[src/rtl/usb_link_supervisor.sv]
// usb_link_supervisor: brings up the USB init stage after reset, supervises
// the link while up, handles host suspend, and gives up after repeated
// ready timeouts until software requests a retry.
// Optional feature macro: USB_SUP_DROP_CNT_EN adds a saturating counter of
// UP->RESTART drops on link_drop_cnt. Without it the port is tied to zero.
module usb_link_supervisor #(
  parameter int WAKE_PULSE_CYCLES = 16,
  parameter int READY_TIMEOUT     = 1048576,
  parameter int MAX_RETRIES       = 3,
  parameter int LOCK_FILTER       = 8
) (
  input  logic        clk,
  input  logic        rst_in,
  input  logic        usb_clk_lock,
  input  logic        n_ready,
  input  logic        suspend,
  input  logic        retry_req,
  output logic        wakeup,
  output logic        init_rst,
  output logic        link_up,
  output logic        fault,
  output logic [1:0]  retry_cnt,
  output logic [2:0]  state,
  output logic [15:0] link_drop_cnt
);

  typedef enum logic [2:0] {
    ST_RESTART    = 3'd0,
    ST_WAIT_READY = 3'd1,
    ST_UP         = 3'd2,
    ST_SUSPEND    = 3'd3,
    ST_FAULT      = 3'd4
  } state_t;

  localparam int LF_W = $clog2(LOCK_FILTER + 1);
  localparam logic [19:0]     WAKE_LAST     = 20'(WAKE_PULSE_CYCLES - 1);
  localparam logic [19:0]     READY_LAST    = 20'(READY_TIMEOUT - 1);
  localparam logic [1:0]      MAX_RETRY_CNT = 2'(MAX_RETRIES);
  localparam logic [LF_W-1:0] LF_MAX        = LF_W'(LOCK_FILTER);
  localparam logic [LF_W-1:0] LF_ONE        = LF_W'(1);

  state_t          state_q, state_d;
  logic [19:0]     timer_q, timer_d;
  logic [1:0]      retry_q, retry_d;
  logic [LF_W-1:0] lock_cnt_q, lock_cnt_d;
  logic [1:0]      lock_sync_q, nrdy_sync_q, susp_sync_q;
  logic            init_rst_q, init_rst_d;
  logic            wakeup_q, wakeup_d;
  logic            link_up_q, link_up_d;
  logic            fault_q, fault_d;
  logic            lock_s, nrdy_s, susp_s;
  logic            lock_loss_s;
  logic            drop_inc_s;
  logic [1:0]      retry_inc_s;

  assign lock_s      = lock_sync_q[1];
  assign nrdy_s      = nrdy_sync_q[1];
  assign susp_s      = susp_sync_q[1];
  assign lock_loss_s = (lock_cnt_q == LF_MAX);
  assign retry_inc_s = retry_q + 2'd1;

  // Next-state, timer, retry and lock-filter logic; outputs follow the next state
  always_comb begin
    state_d    = state_q;
    timer_d    = 20'd0;
    retry_d    = retry_q;
    drop_inc_s = 1'b0;

    if (lock_s) begin
      lock_cnt_d = {LF_W{1'b0}};
    end else if (lock_cnt_q == LF_MAX) begin
      lock_cnt_d = lock_cnt_q;
    end else begin
      lock_cnt_d = lock_cnt_q + LF_ONE;
    end

    // The timer only advances while staying in a timed state, so every
    // state change leaves it at zero.
    case (state_q)
      ST_RESTART: begin
        if (timer_q == WAKE_LAST) begin
          state_d = ST_WAIT_READY;
        end else begin
          timer_d = timer_q + 20'd1;
        end
      end
      ST_WAIT_READY: begin
        if (!nrdy_s) begin
          state_d = ST_UP;
          retry_d = 2'd0;
        end else if (timer_q == READY_LAST) begin
          retry_d = retry_inc_s;
          if (retry_inc_s == MAX_RETRY_CNT) begin
            state_d = ST_FAULT;
          end else begin
            state_d = ST_RESTART;
          end
        end else begin
          timer_d = timer_q + 20'd1;
        end
      end
      ST_UP: begin
        // Lock loss outranks a simultaneous suspend request.
        if (lock_loss_s || nrdy_s) begin
          state_d    = ST_RESTART;
          drop_inc_s = 1'b1;
        end else if (susp_s) begin
          state_d = ST_SUSPEND;
        end else begin
          state_d = ST_UP;
        end
      end
      ST_SUSPEND: begin
        if (!susp_s) begin
          state_d = ST_RESTART;
        end else begin
          state_d = ST_SUSPEND;
        end
      end
      ST_FAULT: begin
        if (retry_req) begin
          state_d = ST_RESTART;
          retry_d = 2'd0;
        end else begin
          state_d = ST_FAULT;
        end
      end
      default: begin
        state_d = ST_RESTART;
        retry_d = 2'd0;
      end
    endcase

    init_rst_d = (state_d == ST_RESTART) || (state_d == ST_FAULT);
    wakeup_d   = (state_d == ST_WAIT_READY) || (state_d == ST_UP) ||
                 (state_d == ST_SUSPEND);
    link_up_d  = (state_d == ST_UP);
    fault_d    = (state_d == ST_FAULT);
  end

  // Synchronizers, FSM state, timers and registered outputs
  always_ff @(posedge clk or posedge rst_in) begin
    if (rst_in) begin
      lock_sync_q <= 2'b00;
      nrdy_sync_q <= 2'b00;
      susp_sync_q <= 2'b00;
      state_q     <= ST_RESTART;
      timer_q     <= 20'd0;
      retry_q     <= 2'd0;
      lock_cnt_q  <= {LF_W{1'b0}};
      init_rst_q  <= 1'b1;
      wakeup_q    <= 1'b0;
      link_up_q   <= 1'b0;
      fault_q     <= 1'b0;
    end else begin
      lock_sync_q <= {lock_sync_q[0], usb_clk_lock};
      nrdy_sync_q <= {nrdy_sync_q[0], n_ready};
      susp_sync_q <= {susp_sync_q[0], suspend};
      state_q     <= state_d;
      timer_q     <= timer_d;
      retry_q     <= retry_d;
      lock_cnt_q  <= lock_cnt_d;
      init_rst_q  <= init_rst_d;
      wakeup_q    <= wakeup_d;
      link_up_q   <= link_up_d;
      fault_q     <= fault_d;
    end
  end

  assign init_rst  = init_rst_q;
  assign wakeup    = wakeup_q;
  assign link_up   = link_up_q;
  assign fault     = fault_q;
  assign retry_cnt = retry_q;
  assign state     = state_q;

`ifdef USB_SUP_DROP_CNT_EN
  logic [15:0] drop_cnt_q, drop_cnt_d;

  // Saturating count of link drops (UP->RESTART only)
  always_comb begin
    if (drop_inc_s && (drop_cnt_q != 16'hFFFF)) begin
      drop_cnt_d = drop_cnt_q + 16'd1;
    end else begin
      drop_cnt_d = drop_cnt_q;
    end
  end

  // Drop counter register
  always_ff @(posedge clk or posedge rst_in) begin
    if (rst_in) begin
      drop_cnt_q <= 16'd0;
    end else begin
      drop_cnt_q <= drop_cnt_d;
    end
  end

  assign link_drop_cnt = drop_cnt_q;
`else
  logic drop_unused_s;
  assign drop_unused_s = drop_inc_s;
  assign link_drop_cnt = 16'd0;
`endif

endmodule

[config.mk]
export PLATFORM = sky130hd
export DESIGN_NAME = usb_link_supervisor
export DESIGN_NICKNAME = d
export VERILOG_FILES = /design/src/rtl/usb_link_supervisor.sv
export SDC_FILE = /design/constraint.sdc
export NUM_CORES = 1
export LEC_CHECK = 0
export BUFFER_PORTS_ARGS = -buffer_cell sky130_fd_sc_hd__buf_2
export CAP_MARGIN = 5
export CORE_MARGIN = 2
export CORE_UTILIZATION = 40
export DETAILED_ROUTE_END_ITERATION = 12
export PLACE_DENSITY = 0.64
export SLEW_MARGIN = 40
export SYNTH_ARGS = -nofsm -noshare
export SYNTH_HDL_FRONTEND = slang
export SYNTH_SLANG_ARGS = --single-unit
[constraint.sdc]
create_clock -name clk -period 4.6 [get_ports clk]
set_clock_uncertainty 0.2 [all_clocks]
set_input_delay 0.23 -clock clk [delete_from_list [all_inputs] [get_ports clk]]
set_output_delay 0.23 -clock clk [all_outputs]
set_load 0.005 [all_outputs]
==> out/summary.txt <==
Total negative setup slack -> 0 ns
Outcome -> finished clean
Routed WL -> 3.09 mm
Routability cong. -> 0.751
I/O pin count -> 31
Total power -> 0.000895 W
CTS tree -> done
Worst slew pin tran -> 0.526 ns
Synth Instances -> 188
CP Launch Type -> flop
Hold_ws -> 0.0755 ns
Post-Synth Adder-Cell Area -> 0.0263
Post-synthesis xor/xnor area fraction -> 0.0966
Post-CTS setup buffer count -> 0
Hold crit path type -> in2reg
Static Leak -> 1.01 nW
Finished Core Util -> 0.450
Max Cap Violations -> 0
PostCTS Resize Cnt -> 0
Crit path kind -> reg2reg
Dpl hpwl -> 2.09 mm
Max IR drop VDD -> 0.185 mV
Tcrit/Tclk final -> 0.494
Synth async-reset ratio -> 1.00
Mapped Area -> 1900 µm²
Clock insertion delay at the later pin of the skew report -> 0.30 ns
WL per Instance -> 11.7 µm
Clock transition at path regs -> 0.08 ns
Full die area -> 5330 µm²
Critical Path Sink Type -> flop
N_diodes -> 0
Starting Density -> 0.408
Final Max Tran Viols -> 0
Number of DRC markers in iteration 0 -> 66
Slew headroom -> 0.649
#FFs+latches synth -> 39
Tmin final -> 2.27 ns
Core ar. -> 4660 µm²
First-pass GRT wire length -> 5.44 mm
Number of instances in the placed design -> 253
Top FF cell, synth -> dfrtp_1
Synth top area share -> 0.500
Crit path DAT -> 2.23 ns
Seq/Total Area, Yosys -> 0.513
Cell Pwr Density -> 426 nW/µm²
Final-stage net count -> 220
Final setup violation count -> 0
Cts bufs inserted -> 5
Core Rows -> 25
Largest net degree at the start of global routing -> 40
Avg Inst Size Synth -> 10.1 µm²
Reg2Reg Depth -> 6
Post-synthesis mux area share -> 0.0105
Hold Vio Cnt, Final -> 0
RSZ-0062 raised after global routing -> false
CTS sink cnt -> 39
Final cell count without fillers -> 265
Post-DR vias/cell -> 4.76
Gr ovfl total -> 0
Post-synth EDFFs -> 0
Hold Path Cell Cnt -> 4
Initial antenna violation count -> 0
Area leader, netlist -> dfrtp_1
Routed Antenna Nets -> 0
Vias in the first global route -> 1199
Layout area overhead -> 10.3%
Longest Clk Path Bufs -> 2
Synth top area cells -> dfrtp_1 50%, buf_4 7.1%, nor2_1 6.7%, xnor2_1 5.5%, xor2_1 4.1%
Clock Root Buffer -> clkbuf_8
Layout cell share with drive strength beyond 1 -> 0.133
YS warnings -> 0
Input/output buffers -> 14
Via count -> 1262
Die H -> 73.0 µm
All-layer global routing usage -> 0.135
Largest family of logic cells by synthesized area -> simple AND/OR/NAND/NOR gates
Compound-cell area share of the yosys netlist -> 0.0381
DRC -> 0
CTS HTree Levels -> 2
Crit-path max FO -> 20
F_max -> 0.440 GHz
Router iterations before antenna repair -> 4
Die X-Extent -> 73.0 µm
WP data required -> 4.56 ns
Simple-gate share of the synthesized area -> 0.224
Yosys cell types -> 34
cell type report:
type | instances | area (µm²)
Fill cell | 460 | 2560
Sequential cell | 39 | 977
Multi-Input combinational cell | 137 | 821
Timing Repair Buffer | 19 | 118
Clock buffer | 6 | 72.6
Tap cell | 54 | 67.6
Inverter | 8 | 30.0
Clock inverter | 2 | 12.5
metrics by stage:
stage	setup slack, ns	area (µm²)
3_5_place_dp	2.31	1970
2_1_floorplan	2.70	1960
6_report	2.33	2100
3_3_place_gp	2.13	1970
5_1_grt	2.11	2100
4_1_cts	2.30	2100
flip-flops by register name, summed over array words and instances (netlist names), 2 cells and up:
register / flops
nrdy_sync_q: 2
lock_sync_q: 2
timer_q: 20
retry_cnt: 2
lock_cnt_q: 4
susp_sync_q: 2
state: 3
cell usage after synthesis, types with 2 or more instances:
library cell	count
nand2_1	9
o21a_1	2
buf_4	18
xnor2_1	12
mux2i_1	2
nand4_1	6
o21ba_2	2
nor4_1	3
nor2_1	34
and4_1	2
dfrtp_1	38
nand2b_1	3
and3_1	2
ha_1	4
inv_1	8
and3b_1	2
nor3_1	8
nor2b_1	2
xor2_1	9
nand3_1	8
kinds of logic (layout without fill, tap and decap cells):
kind of cell | Yosys count | in the layout
AOI/OAI and AO/OA | 9 | 9
adders and majority gates | 4 | 4
muxes | 2 | 2
DFF | 39 | 39
and+or+nand+nor | 85 | 85
other | 1 | 16
xor gates and xnor gates | 21 | 21
buffers and inverters | 27 | 35
power breakdown:
part	switching [W]	leakage (nW)	total, W	internal [W]
clock network	0.000121	0.0412	0.000227	0.000106
logic	0.000129	0.449	0.000225	0.0000959
registers	0.0000494	0.516	0.000442	0.000393
total	0.000300	1.01	0.000895	0.000595
per-layer routing:
metal / vias to the layer above / part of all wire / global-route usage
li1: 632 / - / -
met5: - / 0 / 0
met2: 33 / 0.44 / 0.204
met3: 5 / 0.039 / 0.0456
met4: 0 / 0.018 / 0.0556
met1: 592 / 0.50 / 0.178
final timing paths:
kind                                startpoint              to  slack, ns
worst max-delay path                timer_q[0]      timer_q[9]       2.33
worst min-delay path                 retry_req           fault       0.08
worst max register to register      timer_q[0]      timer_q[9]       2.33
worst min register to register  lock_sync_q[0]  lock_sync_q[1]       0.15
max in group asynchronous               rst_in        init_rst       3.46
min in group asynchronous               rst_in      timer_q[7]       0.39
timing repair:
item,CTS,global route
endpoints found under the setup margin,0,0
hold endpoints to repair,41,0
hold buffers,4,0
critical path: stages (launching register included):
cell,delay (ns)
dfrtp_1,0.38
ha_1,0.19
nand3_1,0.16
or2_1,0.30
o31a_1,0.34
a21oi_4,0.44
nor2_1,0.10
placed cells by master, fill, tap and decap left out:
| cell | count |
|---|---|
| a21oi_4 | 1 |
| a32oi_1 | 1 |
| and2_1 | 1 |
| and3_1 | 2 |
| and3b_1 | 2 |
| and4_1 | 2 |
| and4_4 | 1 |
| buf_2 | 14 |
| buf_4 | 1 |
| clkbuf_1 | 1 |
| clkbuf_8 | 5 |
| clkinv_2 | 1 |
| clkinvlp_4 | 1 |
| conb_1 | 16 |
| dfrtp_1 | 38 |
| dfstp_2 | 1 |
| dlygate4sd3_1 | 4 |
| ha_1 | 4 |
| inv_1 | 8 |
| mux2i_1 | 2 |
| nand2_1 | 9 |
| nand2b_1 | 3 |
| nand3_1 | 8 |
| nand4_1 | 6 |
| nand4_2 | 1 |
| nor2_1 | 34 |
| nor2b_1 | 2 |
| nor3_1 | 8 |
| nor4_1 | 3 |
| o21a_1 | 2 |
| o21ai_0 | 1 |
| o21ba_2 | 2 |
| o22ai_1 | 1 |
| o31a_1 | 1 |
| or2_1 | 1 |
| or3_1 | 1 |
| or4_1 | 1 |
| xnor2_1 | 12 |
| xor2_1 | 9 |
Power figures use the tool's default switching activity.
